`src/rtl/pc_update.sv`:
```
// rtl/pc_update.sv - fetch-stage program counter with run/step/halt gating and cycle counter
module pc_update #(
    parameter int                    N_BITS_DW   = 32,
    parameter int                    N_BITS_JIDX = 26,
    parameter logic [N_BITS_DW-1:0]  RESET_PC    = '0
) (
    input  logic                   i_clk,
    input  logic                   i_reset_n,
    input  logic                   i_start,
    input  logic                   i_step_mode,
    input  logic                   i_step,
    input  logic                   i_stall,
    input  logic                   i_halt_detected,
    input  logic                   i_branch_taken,
    input  logic [N_BITS_DW-1:0]   i_branch_target,
    input  logic                   i_jump,
    input  logic [N_BITS_JIDX-1:0] i_jump_index,
    input  logic [N_BITS_DW-1:0]   i_jump_pc,
    input  logic                   i_jump_reg,
    input  logic [N_BITS_DW-1:0]   i_jump_reg_target,
    output logic [N_BITS_DW-1:0]   o_pc,
    output logic [N_BITS_DW-1:0]   o_pc_plus4,
    output logic                   o_pc_enable,
    output logic                   o_flush_if,
    output logic                   o_halted,
    output logic [N_BITS_DW-1:0]   o_cycle_count
);

    localparam int                   N_SEG   = N_BITS_DW - N_BITS_JIDX - 2;
    localparam logic [N_BITS_DW-1:0] PC_INC  = N_BITS_DW'(4);
    localparam logic [N_BITS_DW-1:0] CNT_MAX = '1;

    typedef enum logic [1:0] {
        IDLE   = 2'd0,
        RUN    = 2'd1,
        STEP   = 2'd2,
        HALTED = 2'd3
    } state_t;

    state_t               state;
    state_t               state_next;
    logic                 adv;
    logic                 redirect;
    logic [N_BITS_DW-1:0] pc_r;
    logic [N_BITS_DW-1:0] pc_next;
    logic [N_BITS_DW-1:0] cnt_r;
    logic                 unused_bits;

    // Target low bits are forced to zero, so those input bits are intentionally dropped.
    assign unused_bits = ^{i_branch_target[1:0], i_jump_reg_target[1:0],
                           i_jump_pc[N_BITS_DW-N_SEG-1:0]};

    always_comb begin
        state_next = state;
        adv        = 1'b0;
        case (state)
            IDLE: begin
                if (i_start) begin
                    state_next = i_step_mode ? STEP : RUN;
                end
            end
            RUN:     adv = 1'b1;
            STEP:    adv = i_step;
            HALTED:  adv = 1'b0;
            default: state_next = IDLE;
        endcase
        if (adv && !i_stall && i_halt_detected) begin
            state_next = HALTED;
        end
    end

    assign o_pc_enable = adv & ~i_stall;
    assign redirect    = i_jump_reg | i_jump | i_branch_taken;
    assign o_flush_if  = o_pc_enable & ~i_halt_detected & redirect;
    assign o_halted    = (state == HALTED);
    assign o_pc        = pc_r;
    assign o_pc_plus4  = pc_r + PC_INC;
    assign o_cycle_count = cnt_r;

    // HALT outranks every redirect; among redirects JR beats J beats branch.
    always_comb begin
        pc_next = pc_r + PC_INC;
        if (i_halt_detected) begin
            pc_next = pc_r;
        end else if (i_jump_reg) begin
            pc_next = {i_jump_reg_target[N_BITS_DW-1:2], 2'b00};
        end else if (i_jump) begin
            pc_next = {i_jump_pc[N_BITS_DW-1 -: N_SEG], i_jump_index, 2'b00};
        end else if (i_branch_taken) begin
            pc_next = {i_branch_target[N_BITS_DW-1:2], 2'b00};
        end
    end

    always_ff @(posedge i_clk) begin
        if (!i_reset_n) begin
            state <= IDLE;
            pc_r  <= {RESET_PC[N_BITS_DW-1:2], 2'b00};
            cnt_r <= '0;
        end else begin
            state <= state_next;
            if (o_pc_enable) begin
                pc_r <= pc_next;
                if (cnt_r != CNT_MAX) begin
                    cnt_r <= cnt_r + 1'b1;
                end
            end
        end
    end

endmodule

```
`config.mk`:
```
export PLATFORM = sky130hd
export DESIGN_NAME = pc_update
export DESIGN_NICKNAME = d
export VERILOG_FILES = /design/src/rtl/pc_update.sv
export SDC_FILE = /design/constraint.sdc
export NUM_CORES = 1
export LEC_CHECK = 0
export BUFFER_PORTS_ARGS = -buffer_cell sky130_fd_sc_hd__buf_2
export CORE_MARGIN = 2
export CORE_UTILIZATION = 30
export DETAILED_ROUTE_END_ITERATION = 7
export PLACE_DENSITY_LB_ADDON = 0.05
export SYNTH_ARGS = -nofsm -noshare
export SYNTH_HDL_FRONTEND = slang
export SYNTH_SLANG_ARGS = --single-unit
```
`constraint.sdc`:
```
create_clock -name i_clk -period 2.5 [get_ports i_clk]
set_input_delay 0.25 -clock i_clk [delete_from_list [all_inputs] [get_ports i_clk]]
set_output_delay 0.25 -clock i_clk [all_outputs]
set_load 0.02 [all_outputs]
```
==> results of run 1 <==
[how the worst max path moves through the flow]
stage / startpoint / to / slack [ns] / cells past startpoint
global placement: state[0] / o_cycle_count[25] / 0.21 / 7
finish: state[0] / o_flush_if / 0.09 / 7
CTS: state[0] / o_flush_if / -0.0007 / 7
global route: o_pc[18] / o_pc_plus4[22] / 0.008 / 5
detailed placement: state[0] / o_cycle_count[21] / 0.02 / 7
floorplan: o_pc[2] / o_pc_plus4[26] / 0.34 / 5
[layout by cell type (no fill, tap or decap), drive strengths merged, types with 4 or more instances in the layout]
master and count:
buf 232, dfxtp 64, nand2 60, a21oi 42, nand3 32, nor3 26, nand4 25, nor2 22
o21ai 21, xnor2 20, mux2i 17, inv 16, a221oi 16, o211ai 16, or3 15, nand2b 13
a31oi 12, clkbuf 12, and2 10, nand3b 10, a211oi 9, and3 9, or4 9, o31ai 8
and4 8, nor4 8, xor2 7, nor2b 6, o22ai 6, o221ai 6, ha 6, o31a 5
or2 4, conb 4
[cells in the mapped netlist, drive strengths merged, types with 13 or more instances]
master	count
nor2	22
nor3	26
nand3	32
a221oi	16
a21oi	42
o21ai	21
mux2i	17
xnor2	20
dfxtp	64
clkbuf	38
nand4	25
nand2	60
nand2b	13
or3	15
inv	16
o211ai	16
[critical path, cell delays in order (launching register included)]
cell	delay (ns)
sky130_fd_sc_hd__dfxtp_1	0.38
sky130_fd_sc_hd__inv_1	0.08
sky130_fd_sc_hd__ha_1	0.30
sky130_fd_sc_hd__nand2b_2	0.13
sky130_fd_sc_hd__or3_4	0.45
sky130_fd_sc_hd__buf_4	0.19
sky130_fd_sc_hd__nor2_1	0.11
sky130_fd_sc_hd__buf_2	0.18
[timing repair]
action	4_1_cts	5_1_grt
hold endpoints to repair	0	0
buffers inserted	0	5
resized for setup	8	14
gates cloned	0	0
setup endpoints to repair	7	19
pin swaps	0	3
[where the power goes]
group,leakage (nW),total (W),switching [W],internal [W]
combinational,2.11,0.000376,0.000223,0.000153
clock,0.161,0.00144,0.000490,0.000955
sequential,0.520,0.00106,0.0000230,0.00103
total,2.79,0.00288,0.000736,0.00214
[area by class of cell]
type,count,area share
Clock buffer,12,0.04139
Multi-Input combinational cell,479,0.5004
Tap cell,211,0.04100
Timing Repair Buffer,232,0.1951
Inverter,16,0.009328
Antenna cell,1,0.0003887
Clock inverter,4,0.01166
Sequential cell,64,0.2007
[per-stage QoR]
stage | setup TNS (ns) | total power (W)
floorplan | 0 | 0.001284
global placement | 0 | 0.001443
detailed placement | 0 | 0.001450
CTS | -0.0007134 | 0.002918
global route | 0 | 0.003001
finish | 0 | 0.002879
[cells by family after synthesis]
logic type | Yosys count | synth area share
AND/OR/NAND/NOR | 261 | 0.3217
AO/OA/AOI/OAI | 162 | 0.2323
buffers and inverters | 66 | 0.06928
flip-flops | 64 | 0.2698
XOR/XNOR | 27 | 0.04979
multiplexers | 19 | 0.04057
adder cells (fa/ha/maj) | 6 | 0.01581
other | 1 | 0.0007895
[layer usage]
metal,global-route usage,vias to the layer above
li1,-,2680
met1,0.2962,2535
met2,0.3329,176
met3,0.03772,22
met4,0.07970,0
met5,0,-
[flip-flops by register name (all words and copies together), names as in the netlist]
signal,flops
state,2
o_pc,30
o_cycle_count,32
==> summary.md, run 1 <==
- sky130_fd_sc_hd__dfxtp_1 — most frequently used flop master after synthesis
- 0 — antenna-violating nets left
- 415.6 MHz — highest clock frequency the design can meet
- completed — result of the run
- 28.07 mm — first-pass GRT wire length
- 231 — I/O Pins
- 5.312 — number of vias per cell after detailed routing
- 0.2139 — Overall Global Routing Usage
- 7.838 sq um — Avg Synthesized Cell Area
- 0.6732 ns — transition at the pin with the smallest max-transition slack
- 1019 — fin cells
- 3 — Clock H-tree levels
- 2.788 nW — static leakage
- 1.077 mm — met3 wirelength from detailed routing
- 0.3101 — Initial Util
- 0 — total overflow reported by the global router
- 16850 sq um — die outline area
- built — CTS tree
- 5 — 1st-pass router iterations
- o_pc[6] — worst reg2reg path endpoint
- 0.1727 ns — hold slack
- 0.09410 ns — final critical-path setup slack
- 0 — number of buffers added to fix hold violations after cts
- 4750 sq um — total standard cell area after synthesis
- 64 — clock tree sinks
- 0.008164 ns — Setup Skew
- 2 — deepest clock path buffer count
- sky130_fd_sc_hd__dfxtp_1 (27%), sky130_fd_sc_hd__nand2_1 (4.7%), sky130_fd_sc_hd__a21oi_1 (4.4%) — Area contributors post-synth
- 7.762 mm — sum of met2 wire segment lengths after detailed routing
- primary output — Setup crit end kind
- 0 — Synth async-reset ratio
- 0 — count of flip-flops with a built-in enable after synthesis
- 0 — Synth warnings
- 13.44 mm — half-perimeter wire length after placement
- 1630 — Filler Cell Count
- 65 — count of different cell masters after synthesis
- 2.406 ns — minimum clock period
- 0.34 ns — worst skew pair latency
- 0.2698 — top-area cell type share of the netlist area
- 290.6 uV — maximum ir drop on the vdd rail
- 0.9624 — fraction of the cycle the final worst path needs
- 8.584 mm — detailed-route wire length on metal 1
- 0.06 ns — clock input transition at the sequential cells of the worst setup and hold paths
- state[0] — startpoint of the lowest-slack register-to-register path
- sky130_fd_sc_hd__dfxtp_1 — cell accounting for the most synthesized area
- 2.25 ns — data required time at the worst endpoint
- 45 — Rows
- 606 — cell count after synthesis
- flip-flop — startpoint types
- 15310 sq um — area of the placeable core
- 268 — number of violations reported at the end of detailed-routing iteration 0
- 1 — number of antenna violations at the first check in global routing
- 0.02093 ns — pre-CTS setup slack
- 194 — count of buffers inserted at the top-level ports
- 447.1 nW/um^2 — power density normalized to cell area
- 0 — final number of hold-violating endpoints
- 0.3643 — proportion of layout cells with a drive suffix above 1
- met4 — highest metal layer with signal wires
- 8 — critical path peak fanout
- 3222 sq um — area of combinational cells with multiple inputs
- 0 — number of remaining DRC errors
- 0.5478 — worst rel slew slack
- 0.4204 — Util after Layout
- 2.16 ns — arrival time of data at the critical path endpoint
- 17.49 um — Routed wire per std cell
- 0 — max-slew violations
- 129.8 um — horizontal die dimension
- false — unrepaired setup endpoints after global routing
- 0 — Final setup violation count
- 997 — # placed instances
- 0.2698 — post-synthesis sequential area ratio
- o_pc[5] — Hold Path End
- 940 — number of nets in the layout
- 35.56% — Area growth syn-to-layout
- 129.8 um — die outline height
- 64 — Yosys reg bits
- 5413 — via count of the routed design
- i_jump_reg_target[5] — source of the worst hold timing path
- 1292 sq um — register cell area after layout
- 0.22 ns — minimum setup slack among reg-to-reg paths
- 5981 sq um — instance area at placement
- flip-flop to primary output — critical path class
- 3 — worst hold path depth
- sky130_fd_sc_hd__clkbuf_16 — clock root buffer master
- 9 — CTS buffer count
- input port to flip-flop — path class of the lowest-slack min-delay path
- 7 — path depth of the worst reg2reg path
- 0.8244 — routability-driven placement congestion ratio
- 5294 — via count of the first global-routing pass
- 6439 sq um — area of all placed cells without fillers
- 35 — pin count of the biggest net entering global routing
- 0 — Max-cap violations
- 17.82 mm — total wire length after detailed routing
Note: power is estimated with default switching activity, not from simulation.
==> run 2: changes to the inputs <==
==> constraint.sdc (replaced) <==
create_clock -name i_clk -period 2.5 [get_ports i_clk]
set_input_delay 0 -clock i_clk [delete_from_list [all_inputs] [get_ports i_clk]]
set_output_delay 0 -clock i_clk [all_outputs]
set_load 0.02 [all_outputs]
==> summary.md, run 2 (synthesis results as in run 1) <==
- 194 — count of buffers inserted at the top-level ports, unchanged
- 3 — buffer and inverter count on the worst path, unchanged
- 2.36 ns — arrival time of data at the critical path endpoint, +0.20 ns
- built — CTS tree
- 0.55 ns — peak per-stage delay on the critical path, +0.10 ns
- 952 — number of nets in the layout, +1.3%
- 5256 — via count of the first global-routing pass, -0.72%
- flip-flop — startpoint types
- 129.8 um — die outline height, unchanged
- 0 — number of antenna repair diodes, -1
- 14 — critical path peak fanout, +6
- sky130_fd_sc_hd__buf_2 — most common cell after layout, fill and taps aside
- 2.356 ns — minimum clock period, -0.05038 ns
- 16850 sq um — die outline area, unchanged
- 3 — Clock H-tree levels, unchanged
- 0.3195 — proportion of layout cells with a drive suffix above 1, -0.04485
- 0 — number of remaining DRC errors, unchanged
- 0 — final number of hold-violating endpoints, unchanged
- 5.332 — number of vias per cell after detailed routing, +0.37%
- 0.06 ns — clock input transition at the sequential cells of the worst setup and hold paths, about the same
- 0.1180 ns — pre-CTS setup slack, +0.09710 ns
- 46 — pin count of the biggest net entering global routing, +31%
- 13.11 mm — half-perimeter wire length after placement, -2.5%
- 0 ns — Total Negative Setup Slacks, unchanged
- 0.007027 ns — Setup Skew, -0.001137 ns
- 2.782 nW — static leakage, -0.22%
- 32 — max FFs per register, unchanged
- 231 — I/O Pins, unchanged
- 0.1445 ns — final critical-path setup slack, +0.05038 ns
- 15310 sq um — area of the placeable core, unchanged
- 318 — number of violations reported at the end of detailed-routing iteration 0, +19%
- 64 — clock tree sinks, unchanged
- 17.47 um — Routed wire per std cell, -0.10%
- primary output — Setup crit end kind
- 0.6629 ns — transition at the pin with the smallest max-transition slack, -0.01029 ns
- 0.5547 — worst rel slew slack, +0.006910
- 9 — CTS buffer count, unchanged
- sky130_fd_sc_hd__or3_1 — worst-path cell with the longest stage delay
- 424.5 MHz — highest clock frequency the design can meet, +2.1%
- false — unrepaired setup endpoints after global routing
- 0 — max-slew violations, unchanged
- input port to flip-flop — path class of the lowest-slack min-delay path
- 0 — Final setup violation count, unchanged
- 2.50 ns — data required time at the worst endpoint, +0.25 ns
- 37.01% — Area growth syn-to-layout
- 2 — deepest clock path buffer count, unchanged
- completed — result of the run
- 292.6 uV — maximum ir drop on the vdd rail, +0.68%
- 4 — 1st-pass router iterations, -1
- inv_1 -> ha_1 -> nand2b_1 -> or3_1 -> buf_4 -> nor2_1 -> buf_2 — worst path cell trace
- 0.9422 — fraction of the cycle the final worst path needs, -0.02015
- 0 — antenna-violating nets left, unchanged
- 0 — total overflow reported by the global router, unchanged
- 0.8165 — routability-driven placement congestion ratio, -0.96%
- 0.34 ns — worst skew pair latency, about the same
- 1601 — Filler Cell Count, -1.8%
- sky130_fd_sc_hd__buf_2 (194), sky130_fd_sc_hd__dfxtp_1 (64), sky130_fd_sc_hd__nand2_1 (60) — most frequent cells in the layout
- 45 — Rows, unchanged
- 432.3 nW/um^2 — power density normalized to cell area, -3.3%
- flip-flop to primary output — critical path class
- 129.8 um — horizontal die dimension, unchanged
- 0.2128 — Overall Global Routing Usage, -0.001152
- 0 — number of antenna violations at the first check in global routing, -1
- 5481 — via count of the routed design, +1.3%
- 27.75 mm — first-pass GRT wire length, -1.1%
- 0.3101 — Initial Util, unchanged
- 0 — Max-cap violations, unchanged
- sky130_fd_sc_hd__clkbuf_16 — clock root buffer master
- 17.96 mm — total wire length after detailed routing, +0.78%
- simple AND/OR/NAND/NOR gates — kind of cell with the highest combined delay on the critical path
-- run 2: cell count changes in the layout (fill, tap and decap cells not counted), moves of 2 or more --
cell	change
sky130_fd_sc_hd__buf_4	-16
sky130_fd_sc_hd__clkbuf_8	-2
sky130_fd_sc_hd__clkinv_2	+2
sky130_fd_sc_hd__clkinvlp_4	-2
sky130_fd_sc_hd__dfxtp_1	+7
sky130_fd_sc_hd__dfxtp_2	-6
sky130_fd_sc_hd__dlygate4sd3_1	+27
sky130_fd_sc_hd__nor3_4	-2
-- run 2: timing repair --
| item | in CTS | in global routing |
|---|---|---|
| resized for setup | 0 | 2 |
| hold buffers | 27 | 0 |
| hold endpoints to repair | 17 | 0 |
| setup endpoints to repair | 0 | 7 |
| buffers inserted | 0 | 0 |
-- run 2: path summary, 6_finish.rpt --
path / startpoint / slack, ns / cells after the start / to
worst min register to register: o_cycle_count[6] / 0.49 / 2 / o_cycle_count[6]
worst max-delay path: state[0] / 0.14 / 7 / o_flush_if
worst max register to register: state[0] / 0.24 / 6 / o_pc[10]
worst min-delay path: i_jump_reg_target[22] / 0.02 / 3 / o_pc[22]
-- run 2: power by group --
part	internal (W)	leakage (nW)	total (W)	switching [W]
Clock	0.000885	0.154	0.00136	0.000474
Combinational	0.000173	2.11	0.000394	0.000221
Sequential	0.00104	0.516	0.00106	0.0000248
Total	0.00209	2.78	0.00281	0.000720
-- run 2: final cells by class --
class | instances | area, sq um | share of cell area
Clock buffer | 10 | 239.0 | 0.03672
Multi-Input combinational cell | 479 | 3167 | 0.4866
Sequential cell | 64 | 1281 | 0.1969
Timing Repair Buffer | 244 | 1426 | 0.2192
Inverter | 16 | 60.06 | 0.009229
Tap cell | 211 | 264.0 | 0.04057
Clock inverter | 4 | 70.07 | 0.01077
-- run 2: stage by stage --
stage,instance area [sq um],std cells,hold slack [ns],utilization,total power (W)
finish,6507,1028,0.01619,0.4249,0.002813
global route,6507,1028,0.03892,0.4249,0.002937
CTS,6497,1028,0.003080,0.4243,0.002859
detailed placement,5918,987,0.2623,0.3864,0.001444
global placement,5918,987,0.2517,0.3864,0.001438
floorplan,4761,609,0.1522,-,0.001284
-- run 2: per-layer routing --
layer,GRT usage,up-vias,share of wire
met3,0.03239,17,0.045
met4,0.07527,0,0.016
met1,0.2932,2605,0.49
met5,0,-,0
met2,0.3388,160,0.45
li1,-,2699,-
-- run 2: worst min-delay path: stages --
cell and delay, ns:
sky130_fd_sc_hd__buf_2 0.08, sky130_fd_sc_hd__nor2b_1 0.05, sky130_fd_sc_hd__o32ai_2 0.18
